===== config.mk =====
export PLATFORM = sky130hd
export DESIGN_NAME = dig_move_ctrl
export DESIGN_NICKNAME = d
export VERILOG_FILES = /design/src/rtl/dig_move_ctrl_pkg.sv /design/src/rtl/dig_target_calc.sv /design/src/rtl/dig_move_ctrl.sv
export SDC_FILE = /design/constraint.sdc
export NUM_CORES = 1
export LEC_CHECK = 0
export ABC_AREA = 0
export CORE_ASPECT_RATIO = 0.75
export CORE_MARGIN = 3
export CORE_UTILIZATION = 35
export CTS_BUF_LIST = sky130_fd_sc_hd__clkbuf_16
export CTS_CLUSTER_DIAMETER = 80
export DETAILED_ROUTE_END_ITERATION = 10
export PLACE_DENSITY_LB_ADDON = 0.2
export SLEW_MARGIN = 20
export SYNTH_ARGS = -nofsm -noshare
export SYNTH_HDL_FRONTEND = slang
export SYNTH_HIERARCHICAL = 1
export SYNTH_SLANG_ARGS = --single-unit

===== constraint.sdc =====
create_clock -name test_clk -period 3.1 [get_ports test_clk]
set_input_delay 0.465 -clock test_clk [delete_from_list [all_inputs] [get_ports test_clk]]
set_output_delay 0.465 -clock test_clk [all_outputs]
set_load 0.01 [all_outputs]

===== src/rtl/dig_move_ctrl_pkg.sv =====
// Shared constants for the digger movement controller: grid geometry,
// tile codes, keypad direction codes and the controller state encoding.
package dig_move_ctrl_pkg;

   localparam int unsigned COLS  = 15;
   localparam int unsigned ROWS  = 10;
   localparam int unsigned CELLS = COLS * ROWS;
   localparam int unsigned AW    = 8;
   localparam int unsigned DW    = 4;
   localparam int unsigned KW    = 3;
   localparam int unsigned RCW   = 4;   // row / column index width
   localparam int unsigned SCW   = 8;   // scan counter width, holds 0..CELLS

   localparam logic [DW-1:0] TILE_TUNNEL    = 4'd0;
   localparam logic [DW-1:0] TILE_DIG_UP    = 4'd1;
   localparam logic [DW-1:0] TILE_DIG_DOWN  = 4'd2;
   localparam logic [DW-1:0] TILE_DIG_LEFT  = 4'd3;
   localparam logic [DW-1:0] TILE_DIG_RIGHT = 4'd4;
   localparam logic [DW-1:0] TILE_DIRT      = 4'd5;
   localparam logic [DW-1:0] TILE_EMERALD   = 4'd6;
   localparam logic [DW-1:0] TILE_ROCK      = 4'd7;

   // Direction key codes equal the matching digger tile codes.
   localparam logic [KW-1:0] KEY_NONE  = 3'd0;
   localparam logic [KW-1:0] KEY_UP    = 3'd1;
   localparam logic [KW-1:0] KEY_DOWN  = 3'd2;
   localparam logic [KW-1:0] KEY_LEFT  = 3'd3;
   localparam logic [KW-1:0] KEY_RIGHT = 3'd4;

   typedef enum logic [2:0] {
      ST_SCAN,
      ST_IDLE,
      ST_RD_TGT,
      ST_EVAL,
      ST_WR_OLD,
      ST_WR_NEW,
      ST_WR_TURN,
      ST_FAIL
   } state_t;

   function automatic logic key_is_move(input logic [KW-1:0] k);
      return (k >= KEY_UP) && (k <= KEY_RIGHT);
   endfunction

   function automatic logic tile_is_digger(input logic [DW-1:0] t);
      return (t >= TILE_DIG_UP) && (t <= TILE_DIG_RIGHT);
   endfunction

endpackage


===== src/rtl/dig_target_calc.sv =====
// Combinational neighbour calculation for a move request.
// Ports: row/col/digpos - current digger location; dir - direction key code;
//        target_c - neighbouring cell index; blocked_c - move would leave the grid.
module dig_target_calc
   import dig_move_ctrl_pkg::*;
(
   input  logic [RCW-1:0] row,
   input  logic [RCW-1:0] col,
   input  logic [AW-1:0]  digpos,
   input  logic [KW-1:0]  dir,
   output logic [AW-1:0]  target_c,
   output logic           blocked_c
);

   always_comb begin
      target_c  = digpos;
      blocked_c = 1'b1;
      case (dir)
         KEY_UP: begin
            blocked_c = (row == '0);
            target_c  = digpos - AW'(COLS);
         end
         KEY_DOWN: begin
            blocked_c = (row == RCW'(ROWS - 1));
            target_c  = digpos + AW'(COLS);
         end
         KEY_LEFT: begin
            blocked_c = (col == '0);
            target_c  = digpos - AW'(1);
         end
         KEY_RIGHT: begin
            blocked_c = (col == RCW'(COLS - 1));
            target_c  = digpos + AW'(1);
         end
         default: begin
            target_c  = digpos;
            blocked_c = 1'b1;
         end
      endcase
   end

endmodule


===== src/rtl/dig_move_ctrl.sv =====
// Digger movement controller: owns the tile RAM port for player moves.
// After reset it scans the grid for the digger, then performs
// read-check-write sequences for accepted move requests.
// Ports: test_clk/rst - clock and synchronous active-high reset;
//        key/move_tick - direction code and move strobe from the keypad;
//        vgaram_* - single-port tile RAM (read data one cycle after address);
//        digpos - digger cell; busy - scanning or moving;
//        no_digger - scan found no digger; emerald_cnt - saturating collect count.
module dig_move_ctrl
   import dig_move_ctrl_pkg::*;
(
   input  logic          test_clk,
   input  logic          rst,
   input  logic [KW-1:0] key,
   input  logic          move_tick,
   input  logic [DW-1:0] vgaram_douta,
   output logic          vgaram_we,
   output logic [AW-1:0] vgaram_addra,
   output logic [DW-1:0] vgaram_dina,
   output logic [AW-1:0] digpos,
   output logic          busy,
   output logic          no_digger,
   output logic [7:0]    emerald_cnt
);

   state_t          state;
   logic [RCW-1:0]  row, col;
   logic [KW-1:0]   dir;
   logic [AW-1:0]   target;
   logic            collect;
   logic [SCW-1:0]  scan_cnt;
   logic            found;
   logic [RCW-1:0]  scan_row, scan_col;
   logic [AW-1:0]   tc_target_c;
   logic            tc_blocked_c;
   logic            scan_hit_c;

   dig_target_calc u_target (
      .row       (row),
      .col       (col),
      .digpos    (digpos),
      .dir       (key),
      .target_c  (tc_target_c),
      .blocked_c (tc_blocked_c)
   );

   // Read data in SCAN belongs to address scan_cnt-1; nothing is valid at scan_cnt 0.
   assign scan_hit_c = (scan_cnt != '0) && tile_is_digger(vgaram_douta);

   // Controller FSM with registered RAM port and status outputs.
   always_ff @(posedge test_clk) begin
      if (rst) begin
         state        <= ST_SCAN;
         vgaram_we    <= 1'b0;
         vgaram_addra <= '0;
         vgaram_dina  <= '0;
         digpos       <= '0;
         busy         <= 1'b1;
         no_digger    <= 1'b0;
         emerald_cnt  <= '0;
         row          <= '0;
         col          <= '0;
         dir          <= KEY_NONE;
         target       <= '0;
         collect      <= 1'b0;
         scan_cnt     <= '0;
         found        <= 1'b0;
         scan_row     <= '0;
         scan_col     <= '0;
      end else begin
         vgaram_we <= 1'b0;
         case (state)
            ST_SCAN: begin
               if (scan_hit_c && !found) begin
                  found  <= 1'b1;
                  digpos <= AW'(scan_cnt - SCW'(1));
                  row    <= scan_row;
                  col    <= scan_col;
               end
               // scan_row/scan_col follow the address whose data is being checked.
               if (scan_cnt != '0) begin
                  if (scan_col == RCW'(COLS - 1)) begin
                     scan_col <= '0;
                     scan_row <= scan_row + RCW'(1);
                  end else begin
                     scan_col <= scan_col + RCW'(1);
                  end
               end
               if (scan_cnt == SCW'(CELLS)) begin
                  vgaram_addra <= '0;
                  busy         <= 1'b0;
                  if (found || scan_hit_c) begin
                     state <= ST_IDLE;
                  end else begin
                     state     <= ST_FAIL;
                     no_digger <= 1'b1;
                  end
               end else begin
                  scan_cnt     <= scan_cnt + SCW'(1);
                  vgaram_addra <= (scan_cnt == SCW'(CELLS - 1)) ? '0 : AW'(scan_cnt + SCW'(1));
               end
            end

            ST_IDLE: begin
               if (move_tick && key_is_move(key)) begin
                  dir  <= key;
                  busy <= 1'b1;
                  if (tc_blocked_c) begin
                     state        <= ST_WR_TURN;
                     vgaram_we    <= 1'b1;
                     vgaram_addra <= digpos;
                     vgaram_dina  <= DW'(key);
                  end else begin
                     state        <= ST_RD_TGT;
                     target       <= tc_target_c;
                     vgaram_addra <= tc_target_c;
                  end
               end
            end

            ST_RD_TGT: begin
               state <= ST_EVAL;
            end

            ST_EVAL: begin
               vgaram_we    <= 1'b1;
               vgaram_addra <= digpos;
               if (vgaram_douta == TILE_ROCK) begin
                  state       <= ST_WR_TURN;
                  vgaram_dina <= DW'(dir);
               end else begin
                  state       <= ST_WR_OLD;
                  vgaram_dina <= TILE_TUNNEL;
                  collect     <= (vgaram_douta == TILE_EMERALD);
               end
            end

            ST_WR_OLD: begin
               state        <= ST_WR_NEW;
               vgaram_we    <= 1'b1;
               vgaram_addra <= target;
               vgaram_dina  <= DW'(dir);
            end

            ST_WR_NEW: begin
               state   <= ST_IDLE;
               busy    <= 1'b0;
               digpos  <= target;
               collect <= 1'b0;
               case (dir)
                  KEY_UP:    row <= row - RCW'(1);
                  KEY_DOWN:  row <= row + RCW'(1);
                  KEY_LEFT:  col <= col - RCW'(1);
                  KEY_RIGHT: col <= col + RCW'(1);
                  default:   row <= row;
               endcase
               if (collect && (emerald_cnt != 8'hFF)) begin
                  emerald_cnt <= emerald_cnt + 8'd1;
               end
            end

            ST_WR_TURN: begin
               state <= ST_IDLE;
               busy  <= 1'b0;
            end

            ST_FAIL: begin
               busy <= 1'b0;
            end

            default: begin
               state <= ST_SCAN;
            end
         endcase
      end
   end

endmodule


Word level (Yosys, flattened, before mapping)
Index checks and enable logic that the tools add are counted.
Operators by class
  reductions and logical operators: 37
  order comparisons: 4
  bitwise logic cells: 3
  $add $sub $neg: 13
  muxes and demuxes: 34
  eq/ne operators: 30
Operator list (number)
  $pmux W8 S4: 2
  $mux W8: 5
  $pmux W4 S2: 4
  $add A8 B1 Y8 const B: 3
  $reduce_and A3 Y1: 8
  $mux W4: 5
  $eq A3 B2 Y1 const B: 6
  $eq A3 B3 Y1 const B: 6
  $pmux W3 S6: 1
  $add A4 B1 Y4 const B: 4
  $eq A8 B8 Y1 const B: 2
  $pmux W8 S2: 1
  $reduce_and A2 Y1: 8
  $sub A8 B1 Y8 const B: 2
  $mux W3: 5
  $eq A4 B4 Y1 const B: 3
  $pmux W4 S3: 1
  $ne A2 B2 Y1 const B: 5
  $eq A3 B1 Y1 const B: 3
  $add A8 B4 Y8 const B: 1
  $eq A4 B3 Y1 const B: 2
  $logic_not A4 Y1: 2
  $ne A8 B8 Y1 const B: 1
  $reduce_bool A8 Y1: 1
  23 further kinds: 40
Word-level totals
  bits of input ports: 10
  register bits after elaboration: 71
  output and inout port bits: 31
  word-level logic and storage cells: 138

Longest topological paths before layout
  depth in word-level cells: 7
  mapped depth: 12
  mapped depth without buffers: 12

By module
The synthesis kept the hierarchy.
By module, submodules not included
  dig_move_ctrl: seq. area each 1401.3 um^2, area an instance 3925.0 um^2, cells an instance 460, instances 1
  dig_target_calc: seq. area each 0.0 um^2, area an instance 489.2 um^2, cells an instance 68, instances 1

Worst setup path after synthesis
OpenSTA, ideal clock, no wires.
  path type: in2reg
  from: input key[1]
  to: register vgaram_addra[7]
  arrival time: 2.582 ns
  setup time: 0.086 ns
  slack: 0.432 ns
  data required time: 3.014 ns
  buffers on the path: 0
  stages: 11
  cells stage by stage: or2b_1 -> a21o_1 -> ha_1 -> a211o_1 -> o22ai_1 -> mux2i_1 -> xor2_1 -> nand3_1 -> a21oi_1 -> a221oi_1 -> a211oi_1
On the way
  longest elaborated chain between the ends: 5
  elaborated cells on any way between the ends: 15
  classes of those cells: 2 x order compare; 5 x eq/ne; 5 x mux; 3 x reduce/logical
Ends and longest elaborated chain
  from (decl): RTL line dig_move_ctrl.sv:14  | input logic [KW-1:0] key,
  $eq A3 B3 Y1 (tied with other cells): RTL line dig_target_calc.sv:18  | case (dir)
  $pmux W8 S4 *: RTL line dig_target_calc.sv:18
  via tc_target_c[7]: RTL line dig_move_ctrl.sv:34  | logic [AW-1:0] tc_target_c;
  $mux W8 *: RTL line dig_move_ctrl.sv:108  | if (tc_blocked_c) begin
  $mux W8 *: RTL line dig_move_ctrl.sv:105  | if (move_tick && key_is_move(key)) begin
  $pmux W8 S4 *: RTL line dig_move_ctrl.sv:72  | case (state)
  to (signal assigned): RTL line dig_move_ctrl.sv:100  | vgaram_addra <= (scan_cnt == SCW'(CELLS - 1)) ? '0 : AW'(scan_cnt + SCW'(1));
  to (signal assigned): RTL line dig_move_ctrl.sv:111  | vgaram_addra <= digpos;
  to (signal assigned): RTL line dig_move_ctrl.sv:116  | vgaram_addra <= tc_target_c;
  to (decl): RTL line dig_move_ctrl.sv:18  | output logic [AW-1:0] vgaram_addra,
The timed path passes the listed nets; every way through them passes the cells marked *. The select of a mux whose other input is x is not followed.
A chain may end at the register's enable or synchronous reset.

Worst setup path in the final report
  from: input key[1]
  to: register vgaram_addra[6]
The elaborated chain is that of the path after synthesis.

==> flow_metrics.py <==
metrics = {
    "run": {
        "drv_cap": 0,
    },
    "synth": {
        "synthArstFlopShare_pct": 0,
        "ys_types": 75,
        "avgSynthCellArea_sq_um": 8.36,
        "synth.area.top_cells": "dfxtp_1 32%, nor2_1 6.0%, ha_1 5.1%, a21oi_1 4.1%, nand2_1 3.9%",
        "synth_top_cell_by_area": "dfxtp_1",
        "ys_ff_latch": 70,
        "ys.flop_type": "dfxtp_1",
        "yosysSeqAreaShare_pct": 31.7,
        "yosys_warnings": 6,
        "syn_nets": 559,
        "synth_top_cell_area_share_pct": 31.7,
        "syn_inst": 528,
        "syn_area_sq_mm": 0.00441,
        "synth_edf_count": 0,
    },
    "layout": {
        "finish.utilization_pct": 45.4,
        "stdcell_count": 750,
        "nets": 615,
        "postLayoutCellArea_sq_mm": 0.00543,
        "drive_gt1_share_pct": 13.3,
        "fillers": 1160,
        "area_growth_pct": 23.0,
        "most-common-layout-cells": "70 x dfxtp_1, 69 x nor2_1, 46 x nand2_1",
        "antenna_cells": 0,
        "mostFrequentLayoutCell": "dfxtp_1",
    },
    "placement": {
        "dp_slack_ns": -0.267,
        "dp_hpwl_microns": 9110,
        "place_area_sq_mm": 0.00513,
        "gp_congestion": 0.845,
        "io_buffers": 39,
        "dp_cells": 735,
    },
    "clock_tree": {
        "numCtsBuffers": 9,
        "clock-sinks": 70,
        "clock_tree.root_cell": "clkbuf_16",
        "clkLatencyLatePin_ns": 0.34,
        "clockBufferDepth": 2,
        "cts_tree": "yes",
        "htree_levels": 3,
        "clkTransAtPathRegs_ns": 0.06,
        "post-cts-setup-buffers": 0,
    },
    "routing": {
        "via_per_inst": 5.48,
        "wl_microns": 12400,
        "drtIter0Drc": 296,
        "dr.pass1.iters": 5,
        "wire_per_inst_microns": 16.6,
        "ant_nets": 0,
        "drc": 0,
        "via_count": 4111,
    },
    "setup_path": {
        "cp_max_fo": 5,
        "endpoint_kind": "flip-flop",
        "rr_startpoint": "digpos[2]",
        "reg2regPathDepth": 10,
        "crit_path_end": "vgaram_addra[6]",
        "r2r-end": "vgaram_addra[6]",
        "crit_type": "input port to flip-flop",
        "cp-startpoint": "key[1]",
        "r2r_slack_ns": 0.71,
        "required_ns": 3.35,
        "crit_arrival_ns": 3.23,
        "worstSetupStartpointType": "input port",
    },
    "timing": {
        "worst_slew_margin_rel_pct": 43.3,
        "slew_viol_final": 0,
        "fin_crit_sh_pct": 96.0,
        "fin_setup_tns_ns": 0,
        "max_slew.worst_pin.slew_ns": 0.851,
        "rsz0062_at_grt": "no",
        "clock_skew_ns": 0.00778,
        "holdWs_ns": 0.493,
        "final_hold_viol_count": 0,
        "setup_viol": 0,
        "layout_min_cycle_time_ns": 2.98,
        "fin_ws_ns": 0.125,
        "clock.fmax_mhz": 336,
    },
    "global_routing": {
        "grt_pass1_vias": 3895,
        "grt_use_total_pct": 18.4,
        "grt_antenna_before_repair": 0,
        "grt_first_pass_wirelength_microns": 20400,
        "overflow": 0,
        "grt_max_degree": 44,
    },
    "pwr": {
        "peakVddDrop_uv": 362,
        "leakagePower_nw": 2.05,
        "p_total_mw": 4.04,
        "power.density_mw_per_mm2": 744,
    },
    "floorplanning": {
        "die-area_sq_mm": 0.0140,
        "core_region_area_sq_mm": 0.0120,
        "ioPinCount": 41,
        "core.rowCount": 34,
        "die_y_microns": 103,
        "initial_utilization_pct": 36.9,
        "die_x_microns": 136,
    },
    "hold_path": {
        "hp-class": "flip-flop to flip-flop",
    },
    "run_status": {
        "status": "finished, final reports clean",
    },
}
[flip-flops by register name (all words and copies together) (netlist names), 3 cells and up]
register,flops
digpos,8
emerald_cnt,8
scan_cnt,8
target,8
vgaram_addra,8
col,4
row,4
scan_col,4
scan_row,4
dir,3
state,3
vgaram_dina,3
[cells in the mapped netlist, types with 5 or more instances]
cell type  instances
nor2b_1            5
a21o_1             6
nand2b_1           5
a21oi_1           36
nor2_1            70
dfxtp_1           70
ha_1              18
xnor2_1           19
mux2i_1           16
o21ai_0           16
nor3_1            17
clkbuf_1           9
buf_4              5
a22oi_1            8
or3_1              5
nand3_1           14
xor2_1            15
o21ai_1            8
inv_1             18
a31oi_1            5
a211oi_1          11
nand2_1           46
buf_2             11
a221oi_1          10
[area by class of cell]
type / count / area [sq um] / share of cell area (%)
clock buffers: 9 / 225 / 4.15
clock inverters: 6 / 30.0 / 0.553
inverters: 18 / 67.6 / 1.24
multi-input cells: 413 / 2860 / 52.6
flip-flops and latches: 70 / 1400 / 25.8
well taps: 162 / 203 / 3.73
repair buffers: 72 / 646 / 11.9
[critical path: stages]
cell	delay [ns]
clkdlybuf4s50_1	0.47
or2b_1	0.28
a21o_4	0.26
ha_1	0.31
buf_4	0.16
a21boi_1	0.13
or4_1	0.48
nand3_1	0.15
nand2_1	0.07
a21oi_1	0.13
a221oi_1	0.06
a211oi_1	0.26
[cells by family (layout without fill, tap and decap cells)]
family                   Yosys count  count (layout)  share of synthesized area [%]
AND/OR/NAND/NOR                  201             201                           23.3
multiplexers                      18              18                           4.14
XOR/XNOR                          36              36                           7.62
other                              1               1                         0.0850
AO/OA/AOI/OAI                    136             136                           21.9
flip-flops                        70              70                           31.7
buffers and inverters             45             105                           4.73
adder cells (fa/ha/maj)           21              21                           6.46
[worst min-delay path by stage]
| stage | endpoint | slack (ns) | cells after the start | from |
|---|---|---|---|---|
| final | scan_col[1] | 0.49 | 2 | scan_col[1] |
| after global placement | digpos[6] | 0.47 | 2 | target[6] |
| after CTS | no_digger | 0.49 | 2 | no_digger |
| after global routing | digpos[7] | 0.50 | 2 | target[7] |
| after detailed placement | digpos[6] | 0.47 | 2 | target[6] |
| after floorplan | digpos[6] | 0.44 | 2 | target[6] |
[routing by layer]
layer | global-route usage [%] | vias up | routed length, microns
met5 | 0 | - | 0
met4 | 5.50 | 0 | 183
met1 | 25.1 | 1980 | 5940
met2 | 29.3 | 92 | 5810
li1 | - | 2020 | -
met3 | 4.30 | 19 | 507
[where the power goes]
group | internal (mW) | total, mW | switching [mW] | leakage (nW)
Sequential | 1.05 | 1.25 | 0.201 | 0.568
Combinational | 0.820 | 1.88 | 1.06 | 1.36
Clock | 0.526 | 0.909 | 0.383 | 0.126
Total | 2.40 | 4.04 | 1.64 | 2.05
[repair_timing]
item / 4_1_cts / 5_1_grt
hold buffers: 0 / 0
setup endpoints to repair: 0 / 7
gates resized for setup: 0 / 8
No activity file was read; power rests on OpenSTA's default activity.
